===== config.mk =====
export PLATFORM = sky130hd
export DESIGN_NAME = inst_fetch_unit
export DESIGN_NICKNAME = d
export VERILOG_FILES = /design/src/rtl/fetch_pkg.sv /design/src/rtl/fetch_fifo.sv /design/src/rtl/inst_fetch_unit.sv
export SDC_FILE = /design/constraint.sdc
export NUM_CORES = 1
export LEC_CHECK = 0
export CORE_MARGIN = 1.5
export CORE_UTILIZATION = 40
export CTS_CLUSTER_DIAMETER = 30
export DETAILED_ROUTE_END_ITERATION = 8
export PLACE_DENSITY = 0.67
export SYNTH_ARGS = -nofsm -noshare
export SYNTH_HDL_FRONTEND = slang
export SYNTH_SLANG_ARGS = --single-unit

===== constraint.sdc =====
create_clock -name clk -period 3.2 [get_ports clk]
set_input_delay 0.32 -clock clk [delete_from_list [all_inputs] [get_ports clk]]
set_output_delay 0.32 -clock clk [all_outputs]
set_load 0.05 [all_outputs]

===== src/rtl/fetch_pkg.sv =====
// rtl/fetch_pkg.sv - shared types and helpers for the instruction fetch unit
// Purpose: word/entry types and word-address helpers used by inst_fetch_unit and fetch_fifo.
// Ports: none (package).
package fetch_pkg;

    typedef logic [31:0] word_t;

    typedef struct packed {
        word_t pc;
        word_t inst;
    } fetch_entry_t;

    localparam int WORD_BYTES = 4;

    // Instruction fetches are always word aligned; low address bits are discarded.
    function automatic word_t align_word(input word_t addr);
        return {addr[31:2], 2'b00};
    endfunction

    // Next sequential word address; wraps 0xFFFF_FFFC -> 0x0000_0000.
    function automatic word_t next_word(input word_t addr);
        return addr + word_t'(WORD_BYTES);
    endfunction

endpackage


===== src/rtl/fetch_fifo.sv =====
// rtl/fetch_fifo.sv - prefetch FIFO holding {pc, instruction} entries
// Purpose: small power-of-two FIFO between instruction memory responses and the CPU.
// Ports:
//   clk        in   clock, rising edge
//   rst_n      in   asynchronous active-low reset
//   push       in   write push_data this cycle
//   push_data  in   entry to write
//   pop        in   remove head entry this cycle (ignored when empty)
//   flush      in   synchronous clear; overrides push and pop
//   head       out  current head entry, zero when empty
//   count      out  number of valid entries
module fetch_fifo
    import fetch_pkg::*;
#(
    parameter int DEPTH = 4
) (
    input  logic                     clk,
    input  logic                     rst_n,
    input  logic                     push,
    input  fetch_entry_t             push_data,
    input  logic                     pop,
    input  logic                     flush,
    output fetch_entry_t             head,
    output logic [$clog2(DEPTH):0]   count
);

    localparam int AW = $clog2(DEPTH);
    localparam logic [AW-1:0] PTR_ONE = AW'(1);
    localparam logic [AW:0]   CNT_ONE = (AW + 1)'(1);
    localparam logic [AW:0]   CNT_FULL = (AW + 1)'(DEPTH);

    fetch_entry_t      r_mem [DEPTH];
    logic [AW-1:0]     r_rd_ptr;
    logic [AW-1:0]     r_wr_ptr;
    logic [AW:0]       r_count;

    logic              w_pop;

    // A pop on an empty FIFO is harmless and simply ignored.
    assign w_pop = pop & (r_count != '0);

    always_ff @(posedge clk or negedge rst_n) begin
        if (!rst_n) begin
            r_rd_ptr <= '0;
            r_wr_ptr <= '0;
            r_count  <= '0;
        end else if (flush) begin
            r_rd_ptr <= '0;
            r_wr_ptr <= '0;
            r_count  <= '0;
        end else begin
            if (push) begin
                r_wr_ptr <= r_wr_ptr + PTR_ONE;
            end
            if (w_pop) begin
                r_rd_ptr <= r_rd_ptr + PTR_ONE;
            end
            unique case ({push, w_pop})
                2'b10:   r_count <= r_count + CNT_ONE;
                2'b01:   r_count <= r_count - CNT_ONE;
                default: r_count <= r_count;
            endcase
        end
    end

    // Storage needs no reset: entries are only visible while counted valid.
    always_ff @(posedge clk) begin
        if (push && !flush) begin
            r_mem[r_wr_ptr] <= push_data;
        end
    end

    assign head  = (r_count != '0) ? r_mem[r_rd_ptr] : '0;
    assign count = r_count;

    // The fetch credit scheme keeps the FIFO from ever being written while full.
    a_no_overflow: assert property (@(posedge clk) disable iff (!rst_n)
        !(push && !flush && !w_pop && (r_count == CNT_FULL)));

endmodule


===== src/rtl/inst_fetch_unit.sv =====
// rtl/inst_fetch_unit.sv - PC generation, instruction memory requests and prefetch buffering
// Purpose: issues word-aligned fetches under a credit limit, buffers in-order responses in
//   fetch_fifo and hands them to the CPU with a valid/ready handshake; redirects flush all.
// Optional: FETCH_PERF_EN adds fetch_count / stall_count performance counters.
// Ports:
//   clk, rst             clock; asynchronous active-low reset
//   redirect_valid/addr  CPU fetch-stream restart and new PC (low 2 bits ignored)
//   imem_req/addr/gnt    request channel to instruction memory
//   imem_rvalid/rdata    in-order response channel from instruction memory
//   inst_valid/ready     instruction handshake to CPU, with inst and inst_pc
//   fetch_count          (FETCH_PERF_EN) instructions accepted by the CPU, saturating
//   stall_count          (FETCH_PERF_EN) cycles CPU was ready with no instruction, saturating
module inst_fetch_unit
    import fetch_pkg::*;
#(
    parameter word_t RESET_ADDR = 32'h0000_0000,
    parameter int    DEPTH      = 4
) (
    input  logic        clk,
    input  logic        rst,
    input  logic        redirect_valid,
    input  logic [31:0] redirect_addr,
    output logic        imem_req,
    output logic [31:0] imem_addr,
    input  logic        imem_gnt,
    input  logic        imem_rvalid,
    input  logic [31:0] imem_rdata,
    output logic        inst_valid,
    input  logic        inst_ready,
    output logic [31:0] inst,
    output logic [31:0] inst_pc
`ifdef FETCH_PERF_EN
    ,
    output logic [31:0] fetch_count,
    output logic [31:0] stall_count
`endif
);

    localparam int CW = $clog2(DEPTH) + 1;
    localparam logic [CW:0]   DEPTH_W = (CW + 1)'(DEPTH);
    localparam logic [CW-1:0] CNT_ONE = CW'(1);

    word_t           r_fetch_pc;
    word_t           r_rsp_pc;
    logic [CW-1:0]   r_outstanding;
    logic [CW-1:0]   r_drop;

    logic [CW-1:0]   w_fifo_count;
    fetch_entry_t    w_head;
    fetch_entry_t    w_push_entry;
    logic [CW:0]     w_used;
    logic            w_acc;
    logic            w_rsp;
    logic            w_rsp_keep;
    logic            w_pop;
    logic [CW-1:0]   w_out_next;

    // Buffered plus in-flight fetches may never exceed the FIFO size, so every
    // response always has a slot waiting for it.
    assign w_used    = {1'b0, w_fifo_count} + {1'b0, r_outstanding};
    assign imem_req  = rst & (w_used < DEPTH_W);
    assign imem_addr = r_fetch_pc;

    assign w_acc      = imem_req & imem_gnt;
    // Stray responses with nothing outstanding are ignored rather than underflowing.
    assign w_rsp      = imem_rvalid & (r_outstanding != '0);
    assign w_rsp_keep = w_rsp & (r_drop == '0) & ~redirect_valid;
    assign w_pop      = inst_valid & inst_ready & ~redirect_valid;

    assign w_out_next = r_outstanding
                      + (w_acc ? CNT_ONE : '0)
                      - (w_rsp ? CNT_ONE : '0);

    assign w_push_entry = '{pc: r_rsp_pc, inst: imem_rdata};

    // r_rsp_pc tracks the address of the next kept response: it restarts at the
    // redirect target because every older response is dropped.
    always_ff @(posedge clk or negedge rst) begin
        if (!rst) begin
            r_fetch_pc    <= align_word(RESET_ADDR);
            r_rsp_pc      <= align_word(RESET_ADDR);
            r_outstanding <= '0;
            r_drop        <= '0;
        end else begin
            r_outstanding <= w_out_next;
            if (redirect_valid) begin
                r_fetch_pc <= align_word(redirect_addr);
                r_rsp_pc   <= align_word(redirect_addr);
                // Everything still in flight after this cycle, including a
                // request granted now, belongs to the abandoned stream.
                r_drop     <= w_out_next;
            end else begin
                if (w_acc) begin
                    r_fetch_pc <= next_word(r_fetch_pc);
                end
                if (w_rsp_keep) begin
                    r_rsp_pc <= next_word(r_rsp_pc);
                end
                if (w_rsp && (r_drop != '0)) begin
                    r_drop <= r_drop - CNT_ONE;
                end
            end
        end
    end

    fetch_fifo #(
        .DEPTH (DEPTH)
    ) u_fifo (
        .clk       (clk),
        .rst_n     (rst),
        .push      (w_rsp_keep),
        .push_data (w_push_entry),
        .pop       (w_pop),
        .flush     (redirect_valid),
        .head      (w_head),
        .count     (w_fifo_count)
    );

    assign inst_valid = (w_fifo_count != '0);
    assign inst       = w_head.inst;
    assign inst_pc    = w_head.pc;

`ifdef FETCH_PERF_EN
    logic [31:0] r_fetch_count;
    logic [31:0] r_stall_count;

    always_ff @(posedge clk or negedge rst) begin
        if (!rst) begin
            r_fetch_count <= '0;
            r_stall_count <= '0;
        end else begin
            if (inst_valid && inst_ready && (r_fetch_count != 32'hFFFF_FFFF)) begin
                r_fetch_count <= r_fetch_count + 32'd1;
            end
            if (inst_ready && !inst_valid && (r_stall_count != 32'hFFFF_FFFF)) begin
                r_stall_count <= r_stall_count + 32'd1;
            end
        end
    end

    assign fetch_count = r_fetch_count;
    assign stall_count = r_stall_count;
`endif

    a_rsp_has_request: assert property (@(posedge clk) disable iff (!rst)
        imem_rvalid |-> (r_outstanding != '0));

endmodule


# After elaboration in Yosys (flattened, before gate mapping)
# Memories as Yosys holds them, arrays and structs flattened.
# Cells that the tools add are included.
word_totals:
  mem_bits_rw: 256
  in_bits: 70
  word_cells: 59
  memories: 1
  reg_bits: 77
memory_table:
  columns: ["memory", "depth", "word_bits", "rd", "rd_clocked_by_memory_dff", "write_ports", "line", "text"]
  rows:
  - ["u_fifo.r_mem", 4, 64, 1, 0, 1, "fetch_fifo.sv:32", "fetch_entry_t r_mem [DEPTH];"]
op_classes:
  n_bitwise: 9
  addsub: 10
  reduce_logical: 12
  n_mux: 17
  eq_ne: 2
  magnitude_cmp: 1
op_table:
  columns: ["cell", "count"]
  rows:
  - ["32-bit 2-to-1 mux", 4]
  - ["32-bit by 3-bit adder with 32-bit output (second input constant)", 2]
  - ["64-bit 2-to-1 mux", 1]
  - ["3-bit nonzero test", 4]
  - ["3-bit 2-to-1 mux", 3]
  - ["1-bit bitwise AND", 8]
  - ["2-bit 2-to-1 mux", 4]
  - ["2-bit nonzero test", 4]
  - ["3-bit one-hot mux with 2 select lines", 1]
  - ["3-bit by 1-bit subtractor with 3-bit output (second input constant)", 2]
  - ["2-bit by 1-bit adder with 2-bit output (second input constant)", 2]
  - ["3-bit by 3-bit adder with 4-bit output", 1]
  - ["4-bit by 3-bit less-than comparator with 1-bit output (second input constant)", 1]
  - ["1-bit 2-to-1 mux", 4]
  - ["3-bit by 1-bit adder with 3-bit output", 1]
  - ["3-bit by 1-bit adder with 3-bit output (second input constant)", 1]
  - ["3-bit zero test", 1]
  - ["3-bit by 1-bit subtractor with 3-bit output", 1]
  - ["2-bit by 1-bit equality test with 1-bit output (second input constant)", 1]
  - ["2-bit equality test (second input constant)", 1]
  - ["1-bit logical AND", 2]
  - ["1-bit zero test", 1]
  - ["1-bit NOT", 1]

# Logic depth before layout (Yosys ltp)
# Gate-level depths: netlist of the first run.
logic_depth:
  depth_word: 8
  ltp_mapped: 12

# Modules after synthesis
# From an unflattened synthesis of the first run, not the netlist that was laid out.
unflattened:
  cells_unflattened: 935
  hier_area_um2: 14445.1
by_module_without_submodules:
  columns: ["module", "cells_each", "area_per_inst_um2", "instances"]
  rows:
  - ["fetch_fifo", 454, 10143.5, 1]
  - ["inst_fetch_unit", 481, 4301.6, 1]

# Worst setup path before layout of the first run
# No wires, ideal clock.
synth_path:
  path_type: "reg-to-reg"
  start: "reg r_drop[0]"
  end: "mem u_fifo.r_mem[0][0] in the netlist's numbering (enable)"
  arrival_ns: 2.815
  setup_time_ns: 0.427
  period_less_slack_ns: 3.242
  required_ns: 2.773
  path_stages_with_launch: 6
  slack_ns: -0.042
  path_cell_list: "dfrtp_1 inv_1 ha_1 nand3b_1 nor2_1 and3_1"
synth_via:
  elab_chain_cells: 6
synth_lines:
  columns: ["element", "line", "text"]
  rows:
  - ["from (decl)", "inst_fetch_unit.sv:46", "logic [CW-1:0] r_drop;"]
  - ["from (signal assigned)", "inst_fetch_unit.sv:91", "r_drop <= w_out_next;"]
  - ["from (signal assigned)", "inst_fetch_unit.sv:100", "r_drop <= r_drop - CNT_ONE;"]
  - ["3-bit zero test", "inst_fetch_unit.sv:67", "assign w_rsp_keep = w_rsp & (r_drop == '0) & ~redirect_valid;"]
  - ["1-bit bitwise AND (2 in series)", "inst_fetch_unit.sv:67", null]
  - ["1-bit logical AND", "fetch_fifo.sv:68", "if (push && !flush) begin"]
  - ["1-bit 2-to-1 mux", "fetch_fifo.sv:68", null]
  - ["1-bit 2-to-1 mux (implied by the code)", "fetch_fifo.sv:69", "r_mem[r_wr_ptr] <= push_data;"]
  - ["to (decl)", "fetch_fifo.sv:32", null]
# Every way passes these cells.

# Worst setup path after layout of the first run
layout_path:
  start: "reg u_fifo.r_rd_ptr[0]"
  end: "out inst_pc[30]"
layout_via:
  elab_chain_cells: 2
layout_lines:
  columns: ["element", "line", "text"]
  rows:
  - ["from (decl)", "fetch_fifo.sv:33", "logic [AW-1:0] r_rd_ptr;"]
  - ["from (signal assigned)", "fetch_fifo.sv:56", "r_rd_ptr <= r_rd_ptr + PTR_ONE;"]
  - ["memory read 4 x 64 bit", null, null]
  - ["64-bit 2-to-1 mux", "fetch_fifo.sv:73", "assign head = (r_count != '0) ? r_mem[r_rd_ptr] : '0;"]
  - ["to (decl)", "inst_fetch_unit.sv:31", "output logic [31:0] inst_pc"]
# Every way passes these cells.

==> results of run 1 <==
==> worst paths after layout <==
| kind | from | to | cells after the start |
|---|---|---|---|
| hold reg to reg | r_drop[0]$_DFFE_PN0P_ | r_drop[0]$_DFFE_PN0P_ | 2 |
| min in group clk | redirect_valid | u_fifo.count[0]$_DFFE_PN0P_ | 3 |
| max in group asynchronous | rst | imem_addr[2]$_DFFE_PN0N_ | 4 |
| hold / removal | rst | r_drop[2]$_DFFE_PN0P_ | 2 |
| setup / recovery | u_fifo.r_rd_ptr[0]$_DFFE_PN0P_ | inst_pc[30] | 4 |
| setup reg to reg | r_outstanding[2]$_DFF_PN0_ | r_drop[2]$_DFFE_PN0P_ | 11 |
==> logic make-up after synthesis <==
logic type	Yosys count	share of synthesized area, %
DFF	321	66.1
and+or+nand+nor	314	13.0
AOI/OAI and AO/OA	92	5.00
muxes	78	11.2
buffers and inverters	67	1.97
xor gates and xnor gates	20	1.35
adders and majority gates	14	1.35
other	1	0.0267
==> flip-flops by register name (all words and copies together), names as in the netlist <==
register and cells:
imem_addr 30, u_fifo.r_rd_ptr 2, u_fifo.r_mem 248, r_outstanding 3
u_fifo.r_wr_ptr 2, r_drop 3, r_rsp_pc 30, u_fifo.count 3
==> worst max-delay path: stages (launching register included) <==
cell and delay [ns]:
dfrtp_4 0.55, buf_12 0.23, mux4_2 0.55, and2_1 0.18, clkdlybuf4s50_1 0.69
==> cell usage in the layout (no fill, tap or decap), types with 9 or more instances in the layout <==
master,Yosys,layout
a211oi_1,22,22
a311oi_1,22,22
and2_1,67,67
and3_1,17,13
and4_1,18,18
buf_4,4,23
clkbuf_16,0,63
clkdlybuf4s50_1,0,115
clkinv_2,0,9
dfrtp_1,73,71
dlygate4sd2_1,0,16
dlymetal6s2s_1,0,27
edfxtp_1,248,248
ha_1,12,12
inv_1,14,14
inv_6,0,12
mux2_2,11,11
mux4_2,62,62
nand2_1,32,32
nand3_1,18,18
nand4_1,21,21
nor2_1,41,41
nor2b_1,17,17
nor3_1,30,30
nor4_1,17,17
o31ai_1,12,12
xnor2_1,14,14
==> power by group <==
part	internal [mW]	total [mW]	switching (mW)
logic	1.83	4.87	3.03
clock network	4.19	6.38	2.20
registers	4.79	5.11	0.323
==> synthesized netlist by cell type, drive strengths merged (3+ instances only) <==
cell	instances
edfxtp	248
dfrtp	73
and2	67
mux4	62
nor2	41
clkbuf	37
nand2	32
nor3	30
a211oi	22
a311oi	22
nand4	22
nor4	20
and4	18
nand3	18
and3	17
nor2b	17
buf	15
inv	14
xnor2	14
ha	12
mux2	12
o31ai	12
nand2b	8
or4	8
a31oi	7
or3	7
a21oi	6
o21ai	6
xor2	5
a211o	4
mux2i	4
nor3b	3
o311ai	3
o31a	3
==> final cells by class <==
cell class,count,share of cell area [%]
clock inverter,49,2.75
multi-input combinational,522,24.3
inverter,15,0.304
clock buffer,67,8.61
sequential,321,50.2
tap,455,3.08
timing repair buffer,192,10.7
==> per-layer routing <==
layer  GRT usage (%)  wire length (um)
met1            24.8             14200
met2            28.6             15200
met3            4.20              2380
met4            6.15               830
met5               0                 0
==> timing repair <==
action | CTS | global route
endpoints found under the setup margin | 16 | 41
hold buffers | 1 | 0
hold endpoints to repair | 40 | 0
resized for setup | 16 | 28
==> run summary, run 1 <==
- minimum setup slack after placement: 0.359 ns
- die outline width: 190 um
- power density over the cells: 885 mW/mm2
- initial core utilization: 40.6%
- outcome: completed
- fin worst setup slack: 0.108 ns
- final critical-path share of the clock period: 96.6%
- clock tree skew after final layout: 0.0149 ns
- Static Leak: 6.85 nW
- reported max-cap violation count: 0
- half-perimeter wire length after detailed placement: 20300 um
- post-route antenna net violation count: 0
- Req. time, crit path: 2.88 ns
- pin count of the biggest net entering global routing: 73
- Hold Vio Cnt, Final: 0
- first-pass iteration count of the detailed router: 5
- detailed-route wire length: 32600 um
- number of buffers on the longest clock path: 3
- worst hold slack across all endpoints: 0.153 ns
- share of synthesized flip-flops with an asynchronous set or reset: 22.7%
- number of warnings printed during yosys synthesis: 0
- post-synthesis instance area: 0.0140 mm2
- crit path launch type: flip-flop
- TritonCTS buffer count: 61
- number of filler cells placed in the layout: 2829
- placed instance count: 1504
- Cell Count, Final, Fillers Out: 1621
- post-layout utilization of the core: 53.5%
- final routed wire length divided by cell count: 20.1 um
- register area: 0.00928 mm2
- drc violations: 0
- final layout net count: 1197
- CTS tree: done
- relative max-transition margin: 46.1%
- buffer type at the clock tree root: clkbuf_16
- setup bufs post-CTS: 0
- 1st-iter DRT viols: 623
- slack of the worst reg-to-reg path: 0.35 ns
- data arrival time of the critical path: 2.77 ns
- vias in the first global route: 9073
- share of synthesized area occupied by flip-flops and latches: 66.1%
- shortest period the worst path allows: 3.09 ns
- floorplan row count: 68
- startpoint-to-endpoint class of the critical path: reg2out
- clock-pin transition on the worst setup and hold timing paths: 0.05 ns
- EDFF count, synth: 248
- Die ar.: 0.0362 mm2
- antenna violations before repair: 0
- final number of setup-violating endpoints: 0
- class of the tightest hold or removal check: in2async
- biggest fanout along the worst timing path: 18
- setup TNS: 0 ns
- top cells by area in the synthesized netlist: edfxtp_1, dfrtp_1, mux4_2
- transition time at the pin with the least slew margin: 0.802 ns
- synthesized netlist cell count: 907
- CP endpoint kind: output port
- number of register bits inferred by synthesis: 321
- sum of internal, switching and leakage power: 16.4 mW
- total gr overflow: 0
- number of antenna cells inserted: 0
- depth of the CTS H-tree: 2
- count of input and output buffers: 161
- setup repair after global routing missed its margin: no
- proportion of layout cells with a drive suffix above 1: 19.4%
- global placement routability congestion: 0.847
- dominant cell type by area after synthesis: edfxtp_1
- first-pass GRT wire length: 50700 um
- floorplan core area: 0.0345 mm2
- Final Instance Area: 0.0185 mm2
- combined global-route utilization of all metal layers: 18.1%
- worst vdd ir: 0.584 mV
- maximum operating frequency: 0.323 GHz
- instance area at placement: 0.0163 mm2
- count of unique library cells instantiated by Yosys: 54
- Avg Cell Area, Syn: 15.5 um2
- vias per cell: 5.52
- number of vias in the routed layout: 8949
- primary flip-flop cell chosen by synthesis mapping: edfxtp_1
- share of Yosys cell area claimed by the top area cell type: 53.1%
- count of pins over their slew limit: 0
- clock latency reported for the late side of the worst-skew pair: 0.57 ns
- area growth from synthesis to layout: 31.8%
- Top Ports: 168
- multi-input combinational cell area: 0.00450 mm2
- Die Ht: 190 um
- clock sink count: 321
(Power assumes the default switching activity.)
==> run 2, diff against run 1 <==
- GPL_ROUTABILITY_DRIVEN: default -> 0
==> results of run 2 <==
The final DEF is identical to that of run 1; final timing and power are the same.
==> run 3, diff against run 2 <==
- GPL_TIMING_DRIVEN: default -> 1
==> results of run 3 <==
The final DEF is identical to that of run 1; final timing and power are the same.
